`src/rtl/instr_encoder_pkg.sv`:
```
// Shared ISA definitions: opcodes, format classes, immediate field widths.
// Used by the instruction decoder and the instruction encoder.
package instr_encoder_pkg;

    localparam int OPC_W    = 5;
    localparam int REG_W    = 3;
    localparam int FUNC_W   = 2;
    localparam int WORD_W   = 16;
    localparam int IMM_I1_W = 5;
    localparam int IMM_I2_W = 8;
    localparam int IMM_J_W  = 11;

    localparam logic [OPC_W-1:0] OP_HALT = 5'b00000;
    localparam logic [OPC_W-1:0] OP_NOP  = 5'b00001;
    localparam logic [OPC_W-1:0] OP_JMP  = 5'b00100;
    localparam logic [OPC_W-1:0] OP_ADDI = 5'b01000;
    localparam logic [OPC_W-1:0] OP_BEQZ = 5'b01100;
    localparam logic [OPC_W-1:0] OP_ADD  = 5'b11011;

    typedef enum logic [2:0] {
        FMT_NONE,
        FMT_J,
        FMT_I1,
        FMT_I2,
        FMT_R
    } fmt_e;

    function automatic fmt_e classify(input logic [OPC_W-1:0] op);
        fmt_e f;
        unique casez (op)
            5'b000??: f = FMT_NONE;
            5'b00100,
            5'b00110: f = FMT_J;
            5'b010??,
            5'b101??,
            5'b10000,
            5'b10001,
            5'b10011: f = FMT_I1;
            5'b011??,
            5'b11000,
            5'b10010,
            5'b00101,
            5'b00111: f = FMT_I2;
            5'b11001,
            5'b11010,
            5'b11011,
            5'b111??: f = FMT_R;
            default:  f = FMT_NONE;
        endcase
        return f;
    endfunction

endpackage

```
`src/rtl/instr_pack.sv`:
```
// Combinational classifier and packer: opcode + fields -> 16-bit word.
// Ports: opcode, rs, rt, rd, func, imm in; word, fmt, range_ok out.
module instr_pack
    import instr_encoder_pkg::*;
(
    input  logic [4:0]  opcode,
    input  logic [2:0]  rs,
    input  logic [2:0]  rt,
    input  logic [2:0]  rd,
    input  logic [1:0]  func,
    input  logic [15:0] imm,
    output logic [15:0] word,
    output fmt_e        fmt,
    output logic        range_ok
);

    // An immediate sign-fits w bits when all bits above w-1 copy bit w-1.
    logic fit_i1;
    logic fit_i2;
    logic fit_j;

    assign fit_i1 = (&imm[15:IMM_I1_W-1]) | ~(|imm[15:IMM_I1_W-1]);
    assign fit_i2 = (&imm[15:IMM_I2_W-1]) | ~(|imm[15:IMM_I2_W-1]);
    assign fit_j  = (&imm[15:IMM_J_W-1])  | ~(|imm[15:IMM_J_W-1]);

    assign fmt = classify(opcode);

    always_comb begin
        word     = '0;
        range_ok = 1'b1;
        unique case (fmt)
            FMT_NONE: begin
                word = {opcode, 11'b0};
            end
            FMT_J: begin
                word     = {opcode, imm[IMM_J_W-1:0]};
                range_ok = fit_j;
            end
            FMT_I1: begin
                word     = {opcode, rs, rd, imm[IMM_I1_W-1:0]};
                range_ok = fit_i1;
            end
            FMT_I2: begin
                word     = {opcode, rs, imm[IMM_I2_W-1:0]};
                range_ok = fit_i2;
            end
            FMT_R: begin
                word = {opcode, rs, rt, rd, func};
            end
            default: begin
                word     = '0;
                range_ok = 1'b1;
            end
        endcase
    end

endmodule

```
`src/rtl/instr_encoder.sv`:
```
// Encode session FSM: accepts instruction descriptions, writes packed
// words to instruction memory at consecutive addresses until HALT.
// Ports: clk, rst, start, base_addr, in_valid/in_ready, field inputs,
// mem_wr/mem_addr/mem_data/mem_ready, err pulse, done level.
module instr_encoder
    import instr_encoder_pkg::*;
(
    input  logic        clk,
    input  logic        rst,
    input  logic        start,
    input  logic [15:0] base_addr,
    input  logic        in_valid,
    output logic        in_ready,
    input  logic [4:0]  opcode,
    input  logic [2:0]  rs,
    input  logic [2:0]  rt,
    input  logic [2:0]  rd,
    input  logic [1:0]  func,
    input  logic [15:0] imm,
    output logic        mem_wr,
    output logic [15:0] mem_addr,
    output logic [15:0] mem_data,
    input  logic        mem_ready,
    output logic        err,
    output logic        done
);

    typedef enum logic [1:0] {
        ST_IDLE,
        ST_ACCEPT,
        ST_WRITE,
        ST_DONE
    } state_e;

    state_e      state;
    state_e      next;
    logic [15:0] word;
    fmt_e        fmt;
    logic        range_ok;
    logic        halt_q;
    logic [15:0] addr;

    instr_pack u_pack (
        .opcode   (opcode),
        .rs       (rs),
        .rt       (rt),
        .rd       (rd),
        .func     (func),
        .imm      (imm),
        .word     (word),
        .fmt      (fmt),
        .range_ok (range_ok)
    );

    always_ff @(posedge clk or posedge rst) begin
        if (rst) state <= ST_IDLE;
        else     state <= next;
    end

    always_comb begin
        next = state;
        unique case (state)
            ST_IDLE:   if (start) next = ST_ACCEPT;
            ST_ACCEPT: if (in_valid && range_ok) next = ST_WRITE;
            ST_WRITE:  if (mem_ready) next = halt_q ? ST_DONE : ST_ACCEPT;
            ST_DONE:   if (start) next = ST_ACCEPT;
            default:   next = ST_IDLE;
        endcase
    end

    // Handshake outputs are registered from the next state so they line
    // up with the state the FSM is entering.
    always_ff @(posedge clk or posedge rst) begin
        if (rst) begin
            addr     <= '0;
            mem_data <= '0;
            halt_q   <= 1'b0;
            err      <= 1'b0;
            in_ready <= 1'b0;
            mem_wr   <= 1'b0;
            done     <= 1'b0;
        end else begin
            err      <= 1'b0;
            in_ready <= (next == ST_ACCEPT);
            mem_wr   <= (next == ST_WRITE);
            done     <= (next == ST_DONE);
            if ((state == ST_IDLE || state == ST_DONE) && start)
                addr <= base_addr;
            if (state == ST_ACCEPT && in_valid) begin
                if (range_ok) begin
                    mem_data <= word;
                    halt_q   <= (opcode == OP_HALT);
                end else begin
                    err <= 1'b1;
                end
            end
            if (state == ST_WRITE && mem_ready)
                addr <= addr + 16'd1;
        end
    end

    assign mem_addr = addr;

    logic unused_fmt;
    assign unused_fmt = ^fmt;

endmodule

```
`config.mk`:
```
export PLATFORM = sky130hd
export DESIGN_NAME = instr_encoder
export DESIGN_NICKNAME = d
export VERILOG_FILES = /design/src/rtl/instr_encoder_pkg.sv /design/src/rtl/instr_pack.sv /design/src/rtl/instr_encoder.sv
export SDC_FILE = /design/constraint.sdc
export NUM_CORES = 1
export LEC_CHECK = 0
export ABC_AREA = 1
export CORE_MARGIN = 2
export CORE_UTILIZATION = 40
export DETAILED_ROUTE_END_ITERATION = 10
export PLACE_DENSITY = 0.85
export RECOVER_POWER = 25
export SLEW_MARGIN = 20
export SYNTH_ARGS = -nofsm -noshare
export SYNTH_HDL_FRONTEND = slang
export SYNTH_SLANG_ARGS = --single-unit
export TNS_END_PERCENT = 100
```
`constraint.sdc`:
```
create_clock -name clk -period 1.5 [get_ports clk]
set_input_delay 0.3 -clock clk [delete_from_list [all_inputs] [get_ports clk]]
set_output_delay 0.3 -clock clk [all_outputs]
set_load 0.05 [all_outputs]
```
* Yosys cells after proc, flatten, opt, wreduce, memory -nomap -nowiden
Index checks and enable logic that the tools add are counted.
Widths: inputs -> output; s select.
** Cells by class
- Reduce and logical (&&, ||, !) cells :: 22
- Equal/unequal tests :: 26
- Muxes and demuxes :: 12
- Bitwise operators :: 6
- Add/sub/neg operators :: 1
** Operator list (count)
- $pmux 16 s5 :: 1
- $eq 5x5->1 const B :: 8
- $mux 16 :: 2
- $eq 5x3->1 const B :: 4
- $add 16x1->16 const B :: 1
- $pmux 3 s5 :: 1
- $eq 3x2->1 const B :: 4
- $reduce_and 12->1 :: 1
- $reduce_or 12->1 :: 1
- $reduce_or 5->1 :: 2
- $eq 3x3->1 const B :: 3
- $reduce_and 9->1 :: 1
- $reduce_or 9->1 :: 1
- $eq 2x2->1 const B :: 4
- $mux 2 :: 4
- $logic_not 3->1 :: 2
- $pmux 2 s3 :: 1
- $reduce_and 6->1 :: 1
- $reduce_or 6->1 :: 1
- $logic_not 5->1 :: 1
- $eq 2x1->1 const B :: 2
- $logic_and 1x1->1 :: 4
- $reduce_or 2->1 :: 2
- $reduce_or 4->1 :: 1
- other kinds (9) :: 14
** Storage, ports and cells
- Word-level logic and storage cells :: 75
- Output and inout port bits :: 36
- Bits of input ports :: 53
- Register bits :: 39

* Longest topological paths before layout
Gate-level depths: netlist (run 1).
- Word-level depth :: 9
- Depth in mapped cells :: 14
- Mapped depth without buffers :: 13

* Hierarchy
A second synthesis (run 1) with hierarchy kept.
** Second synthesis, totals
- Cells, all modules :: 393
- Area, all modules :: 2643.8 µm²
** Modules (own cells, without submodules)
- instr_encoder :: cells an instance 280, instances 1, area an instance 2077.0 µm²
- instr_pack :: cells an instance 113, instances 1, area an instance 566.8 µm²

* Worst setup path after synthesis (run 1)
OpenSTA, ideal clock, no wires.
- Kind :: flip-flop to flip-flop
- Start :: register addr[0] (netlist: mem_addr[0])
- End :: register addr[10] (netlist: mem_addr[10])
- Required time :: 1379 ps
- Buffers on the path :: 0
- Library setup time :: 121 ps
- Data arrival time :: 1860 ps
- Stages on the path, launching flop included :: 11
- Path slack :: -481 ps
- Cell sequence :: dfrtp_1 > ha_1 > nand3_1 > nor2_1 > inv_1 > nor2_2 > nand3_1 > nor2_1 > nand3_1 > o21ai_1 > nand2_1
** On the way
- Longest elaborated chain between the ends :: 2
** RTL lines
- start, declared :: line instr_encoder.sv:41 : logic [15:0] addr;
- start signal, assigned :: line instr_encoder.sv:88 : addr <= base_addr;
- start signal, assigned :: line instr_encoder.sv:98 : addr <= addr + 16'd1;
- $add 16x1->16 :: line instr_encoder.sv:98
- $mux 16 :: line instr_encoder.sv:97 : if (state == ST_WRITE && mem_ready)
No other way between the ends.
A chain may end at the register's enable or synchronous reset.

* Worst setup path in the final report (run 1)
- Start :: register addr[1] (netlist: mem_addr[1])
- End :: register addr[10] (netlist: mem_addr[10])
The elaborated chain is that of the path after synthesis.

==> results of run 1 <==
-- layout make-up --
class	count	area share, %
clock buffer	6	1.62
inverter	44	3.85
clock inverter	2	1.34
multi-input combinational	267	32.7
sequential	39	22.0
timing repair buffer	137	36.4
tap	75	2.09
-- tightest hold or removal path, cell delays in order --
cell	delay, ns
clkbuf_2	0.13
inv_2	0.07
buf_4	0.09
o21ai_1	0.05
-- through the flow --
stage                     utilization [%]  TNS, ns  area [um^2]  setup slack [ns]  total power, uW
final                                75.7   -0.125         4480           -0.0360             9560
after CTS                            73.8  -0.0726         4370           -0.0394             9290
after global placement               69.3    -9.71         4110            -0.433             7780
after global routing                 75.7    -1.86         4480            -0.168             9960
after floorplan                         -   -0.617         2470            -0.233             4830
after detailed placement             69.3   -12.47         4110            -0.563             7940
-- Yosys cell counts, types with 2 or more instances --
cell type / number / area (um^2)
nor2_2: 3 / 18.8
dfrtp_1: 39 / 976
nand4_1: 6 / 37.5
nand3_1: 16 / 80.1
nand3_2: 4 / 40.0
or2_2: 2 / 12.5
nand2_1: 129 / 484
nor2_1: 31 / 116
ha_1: 3 / 37.5
a21oi_1: 12 / 60.1
buf_6: 3 / 33.8
clkbuf_1: 4 / 15.0
inv_1: 36 / 135
nor3_1: 9 / 45.0
o21ai_1: 8 / 40.0
o211ai_1: 2 / 15.0
xor2_1: 2 / 17.5
nand2_2: 4 / 25.0
o21ai_0: 22 / 110
inv_2: 8 / 30.0
a31oi_1: 2 / 12.5
-- power groups by stage --
stage / combinational (uW) / sequential, uW / clock (uW)
finish: 6250 / 2260 / 1050
global route: 6580 / 2300 / 1090
CTS: 6030 / 2220 / 1040
detailed placement: 5720 / 2220 / 0
global placement: 5590 / 2190 / 0
floorplan: 1260 / 3570 / 0
-- per-layer routing --
metal	track usage [%]	up-vias	part of all wire, %
met5	0	-	0
met4	6.17	0	1.3
met3	5.22	17	8.3
met2	45.9	183	55
met1	24.7	1378	35
li1	-	1422	-
-- how the worst max path moves through the flow --
stage / depth (start not counted) / end / start
6_report: 10 / mem_addr[10]$_DFFE_PP0P_ / mem_addr[1]$_DFFE_PP0P_
5_1_grt: 10 / mem_addr[10]$_DFFE_PP0P_ / mem_addr[1]$_DFFE_PP0P_
4_1_cts: 10 / mem_addr[10]$_DFFE_PP0P_ / mem_addr[0]$_DFFE_PP0P_
3_5_place_dp: 12 / mem_data[6]$_DFFE_PP0P_ / opcode[0]
3_3_place_gp: 12 / mem_data[10]$_DFFE_PP0P_ / opcode[2]
2_1_floorplan: 10 / mem_addr[10]$_DFFE_PP0P_ / mem_addr[0]$_DFFE_PP0P_
-- registers in the layout, indices dropped and copies added, names as in the netlist --
register,cells
done,1
err,1
halt_q,1
state,2
mem_data,16
mem_addr,16
mem_wr,1
in_ready,1
-- cells by family after synthesis --
family	count (synthesis)
simple gates	209
compound gates	53
fa+ha+maj	3
xor+xnor	2
flops	39
buf+inv	51
-- what timing repair did --
action                     CTS  global route
setup endpoints to repair   35            35
cloned                       0             1
buffers inserted             4             3
gates resized for setup     47            51
pin swaps                   14            20
==> out/qor.txt, run 1 <==
Fin nets: 550
Initial Util: 41.3%
Status: complete, but fails checks
Mapped cell area: 2450 um^2
Die W: 82.2 um
Critical-path cell list: ha_4 -> nand3_2 -> nor2_2 -> inv_2 -> nor2_4 -> nand3_2 -> nor2_4 -> nand3_2 -> o21ai_1 -> nand2_1
Largest net degree at the start of global routing: 40
XOR/XNOR Fraction of Synth Area: 0.716%
Reg power frac: 23.6%
CTS sink count: 39
Crit start category: flip-flop
TritonCTS buffer count: 5
Startpoint of the worst hold path: opcode[0]
Sequential area share after synthesis: 39.9%
Max_cap viols: 0
Drt drc: 0
Share of layout cells above drive strength 1: 34.5%
H-tree Lvls: 2
Failing checks: setup timing
Longest Clk Path Bufs: 2
Syn. warnings: 0
Crit path max fanout: 4
Post-Layout Cell Count: 570
CTS tree: yes
CP bufs+invs: 1
Flops & latches, synth: 39
Post-Synth Simple-Gate Area: 37.1%
I/O Buffers: 88
Syn-to-layout area delta: 83.1%
Tot GR Track Use: 23.4%
Slowest-stage cell, CP: dfrtp_2
P_leak: 0.00213 uW
Number of detailed-route iterations in the first pass: 5
Placer congestion estimate: 0.919
Post-Place Cells: 554
Crit path max-delay family: simple AND/OR/NAND/NOR gates
CTS clk-pin slew, worst paths: 0.09 ns
WP data required: 1.69 ns
Max VDD drop: 1510 uV
Via count: 3000
Commonest non-fill, non-tap cells in the layout: nand2_1, buf_4, buf_12
Fin crit share: 102%
Hold EP: mem_data[11]$_DFFE_PP0P_
Rows: 28
Multiplexer share of the synthesized area: 0%
Fin. Hold Viols: 0
Relative slew slack: 33.7%
Cell Int Power: 5160 uW
Crit Path Class: flip-flop to flip-flop
Die Ht: 82.2 um
Root Driver: clkbuf_8
Final setup vio count: 4
Hold path depth: 4
Mean post-synth cell area: 6.85 um^2
Clk_skew: 0.0142 ns
DR WL/cell: 14.4 um
Multi-input gate area: 1460 um^2
Max-slew violations: 0
Drt total wl: 8.20 mm
Antenna violations before repair: 0
Vias in the first global route: 2822
I/O pin count: 89
Fmax: 651 MHz
Detailed placement HPWL: 5.76 mm
Complex-gate fraction of the synthesized area: 12.0%
Mapped Cells: 357
Die area: 6760 um^2
Largest family of logic cells by synthesized area: simple AND/OR/NAND/NOR gates
Hold crit path type: input pin to flip-flop
Worst skew pair latency: 0.30 ns
Vias per inst: 5.26
First-pass GRT wire length: 12.3 mm
CTS Hold Bufs: 0
Core ar.: 5920 um^2
Combinational share of power: 65.4%
Crit path DAT: 1.73 ns
FF/Latch Area: 987 um^2
RSZ-0062 raised after global routing: yes
Ys flop type: dfrtp_1
Pwr Density: 2130 nW/um^2
Adder-cell share of the synthesized area: 1.53%
Post-Syn Nets: 413
Sw Ratio: 46.0%
Worst R2R Path Depth: 10
Sw Pwr: 4390 uW
ANT nets after route: 0
Crit path time final: 1.54 ns
Most used cell, CP: nand3_2
Max incr delay on CP: 0.41 ns
Hold WS: 0.373 ns
Filler instances: 393
Reg2reg setup slack: -0.04 ns
FFs w/ async S/R, synth: 100%
Distinct cells, synth: 33
Antenna cells: 0
Commonest non-fill, non-tap cell in the layout: nand2_1
Post-synth EDFFs: 0
Worst-Margin Slew: 0.995 ns
CP endpoint kind: flip-flop
Reg-to-reg startpoint: mem_addr[1]$_DFFE_PP0P_
Clock power share: 11.0%
Congestion Overflow GR: 0
Final setup margin: -0.0360 ns
Starting DRT DRC Count: 155
Reg-to-Reg End: mem_addr[10]$_DFFE_PP0P_
(Power assumes the default switching activity.)
==> inputs of run 2 (changes only) <==
--- a/config.mk
+++ b/config.mk
@@ -8,7 +8,9 @@
 export ABC_AREA = 1
 export CORE_MARGIN = 2
 export CORE_UTILIZATION = 40
+export CTS_CLUSTER_DIAMETER = 30
 export DETAILED_ROUTE_END_ITERATION = 10
+export GPL_ROUTABILITY_DRIVEN = 0
 export PLACE_DENSITY = 0.85
 export RECOVER_POWER = 25
 export SLEW_MARGIN = 20
==> results of run 2 <==
Same layout as run 1: the final DEF is identical, and so are final timing and power.
==> inputs of run 3 (changes only) <==
--- a/config.mk
+++ b/config.mk
@@ -11,10 +11,11 @@
 export CTS_CLUSTER_DIAMETER = 30
 export DETAILED_ROUTE_END_ITERATION = 10
 export GPL_ROUTABILITY_DRIVEN = 0
-export PLACE_DENSITY = 0.85
+export PLACE_DENSITY = 0.83
 export RECOVER_POWER = 25
 export SLEW_MARGIN = 20
 export SYNTH_ARGS = -nofsm -noshare
 export SYNTH_HDL_FRONTEND = slang
+export SYNTH_HIERARCHICAL = 1
 export SYNTH_SLANG_ARGS = --single-unit
 export TNS_END_PERCENT = 100
==> run 3 against run 2 <==
  * The flow still finishes with violations (setup timing)
  * First-iteration DRC count rose by 20%
  * Clock power fell by 11%
  * Sequential share of layout area rose by 0.25 points
  * Synthesized cell count grew 9.8%
  * Global-route usage decreased by 1.4 points
  * Register-to-register slack gained 0.06 ns
  * Synthesized area grew 7.9%
  * Maximum frequency up 1.5%
==> out/qor.txt, run 3 <==
Clk_skew: 0.00559 ns
Final Core Density: 69.1%
CTS tree: yes
Crit. Startpoint: opcode[4]
Congestion Overflow GR: 0
DR WL/cell: 13.4 um
Die W: 85.2 um
Fin. Hold Viols: 0
Die Ht: 85.2 um
Antenna cells: 0
Sw Pwr: 4160 uW
Pwr Density: 2020 nW/um^2
ANT nets after route: 0
Post-Place Cells: 582
Commonest non-fill, non-tap cell in the layout: nand2_1
Mapped Cells: 392
Critical-path cell list: buf_6 -> buf_6 -> nand2_8 -> inv_8 -> nand3_4 -> nand2_4 -> nor2_8 -> nand3_4 -> nand4_1 -> nand2_2 -> nor2_4 -> buf_6 -> a21oi_4 -> inv_2 -> nor2_1
Crit Path Class: input pin to flip-flop
RSZ-0062 raised after global routing: yes
Worst-Margin Slew: 0.876 ns
Cell Int Power: 4720 uW
Core ar.: 6350 um^2
WP data required: 1.69 ns
CTS clk-pin slew, worst paths: 0.08 ns
Crit path DAT: 1.71 ns
I/O Buffers: 88
Status: complete, but fails checks
Failing checks: setup timing
Number of detailed-route iterations in the first pass: 5
Max-slew violations: 0
Crit path time final: 1.51 ns
Rows: 29
Combinational share of power: 64.5%
Post-Layout Cell Count: 595
Longest Clk Path Bufs: 2
Reg2reg setup slack: 0.02 ns
Share of layout cells above drive strength 1: 31.3%
Post-Syn Nets: 448
Slowest-stage cell, CP: nor2_4
Filler instances: 488
Max VDD drop: 1630 uV
Syn. warnings: 6
Commonest non-fill, non-tap cells in the layout: nand2_1, dfrtp_1, buf_12
CP bufs+invs: 5
Vias per inst: 5.11
I/O pin count: 89
Fin crit share: 101%
H-tree Lvls: 2
Crit path max fanout: 5
Vias in the first global route: 2987
Drt total wl: 7.97 mm
Most used cell, CP: buf_6
Worst skew pair latency: 0.29 ns
Fin nets: 573
Via count: 3041
Root Driver: clkbuf_8
Reg-to-reg startpoint: state[1]$_DFF_PP0_
Antenna violations before repair: 0
Max incr delay on CP: 0.20 ns
CTS Hold Bufs: 0
Mapped cell area: 2640 um^2
Largest net degree at the start of global routing: 40
Detailed placement HPWL: 6.20 mm
Startpoint of the worst hold path: imm[6]
Fmax: 661 MHz
Total power: 8890 uW
CP endpoint kind: flip-flop
Hold crit path type: input pin to flip-flop
Initial Util: 41.6%
Crit path max-delay family: simple AND/OR/NAND/NOR gates
Die area: 7270 um^2
Crit start category: input pin
TritonCTS buffer count: 5
Sw Ratio: 46.9%
Drt drc: 0
Starting DRT DRC Count: 186
First-pass GRT wire length: 13.0 mm
Final setup vio count: 2
Tot GR Track Use: 21.9%
P_leak: 0.00223 uW
Reg power frac: 25.0%
Max_cap viols: 0
CTS sink count: 39
Mean post-synth cell area: 6.73 um^2
Clock power share: 10.5%
Relative slew slack: 41.6%
Syn-to-layout area delta: 66.3%
Final setup margin: -0.0128 ns
==> run 3: final cells by class <==
cell class / instances / area, um^2 / share of cell area, %
multi-input combinational: 296 / 1510 / 34.5
clock inverter: 2 / 35.0 / 0.798
timing repair buffer: 130 / 1500 / 34.1
sequential: 39 / 978 / 22.3
inverter: 45 / 186 / 4.25
clock buffer: 6 / 82.6 / 1.88
tap: 77 / 96.3 / 2.19
==> run 3: worst min-delay path: cells and delay by family <==
kind,cells,cell delay (ns)
simple gates,4,0.21
buf+inv,1,0.10
==> run 3: what timing repair did <==
item | in CTS | in global routing
pin swaps | 15 | 20
setup endpoints to repair | 28 | 32
cloned | 1 | 0
gates resized for setup | 51 | 38
endpoints found under the hold margin | 0 | 0
setup buffers | 3 | 1
==> run 3: power by group through the flow <==
stage	clock (uW)	combinational [uW]	sequential (uW)
6_report	932	5730	2230
5_1_grt	982	6080	2290
2_1_floorplan	0	1390	3530
3_3_place_gp	0	5470	2200
3_5_place_dp	0	5590	2230
4_1_cts	946	5670	2220
==> run 3: final timing paths <==
kind | endpoint | depth (start not counted)
max | done$_DFF_PP0_ | 15
min | mem_data[6]$_DFFE_PP0P_ | 5
max reg2reg | done$_DFF_PP0_ | 8
min reg2reg | mem_data[8]$_DFFE_PP0P_ | 2
max in group asynchronous | mem_addr[1]$_DFFE_PP0P_ | 3
min in group asynchronous | mem_data[1]$_DFFE_PP0P_ | 3
==> run 3: stage by stage <==
stage,instance area (um^2),TNS (ns),setup slack (ns),hold WS (ns)
after floorplan,2680,0,0.0114,0.417
after global placement,4230,-14.69,-0.680,0.519
after detailed placement,4230,-18.28,-0.835,0.522
after CTS,4390,0,0.00655,0.384
after global routing,4390,-0.665,-0.0981,0.377
final,4390,-0.0162,-0.0128,0.344
==> run 3: routing by layer <==
| layer | vias to the layer above | part of all wire (%) | track usage, % |
|---|---|---|---|
| met5 | - | 0 | 0 |
| met4 | 0 | 2.4 | 7.65 |
| met3 | 20 | 8.3 | 4.96 |
| met2 | 157 | 53 | 42.0 |
| met1 | 1391 | 37 | 23.3 |
| li1 | 1473 | - | - |
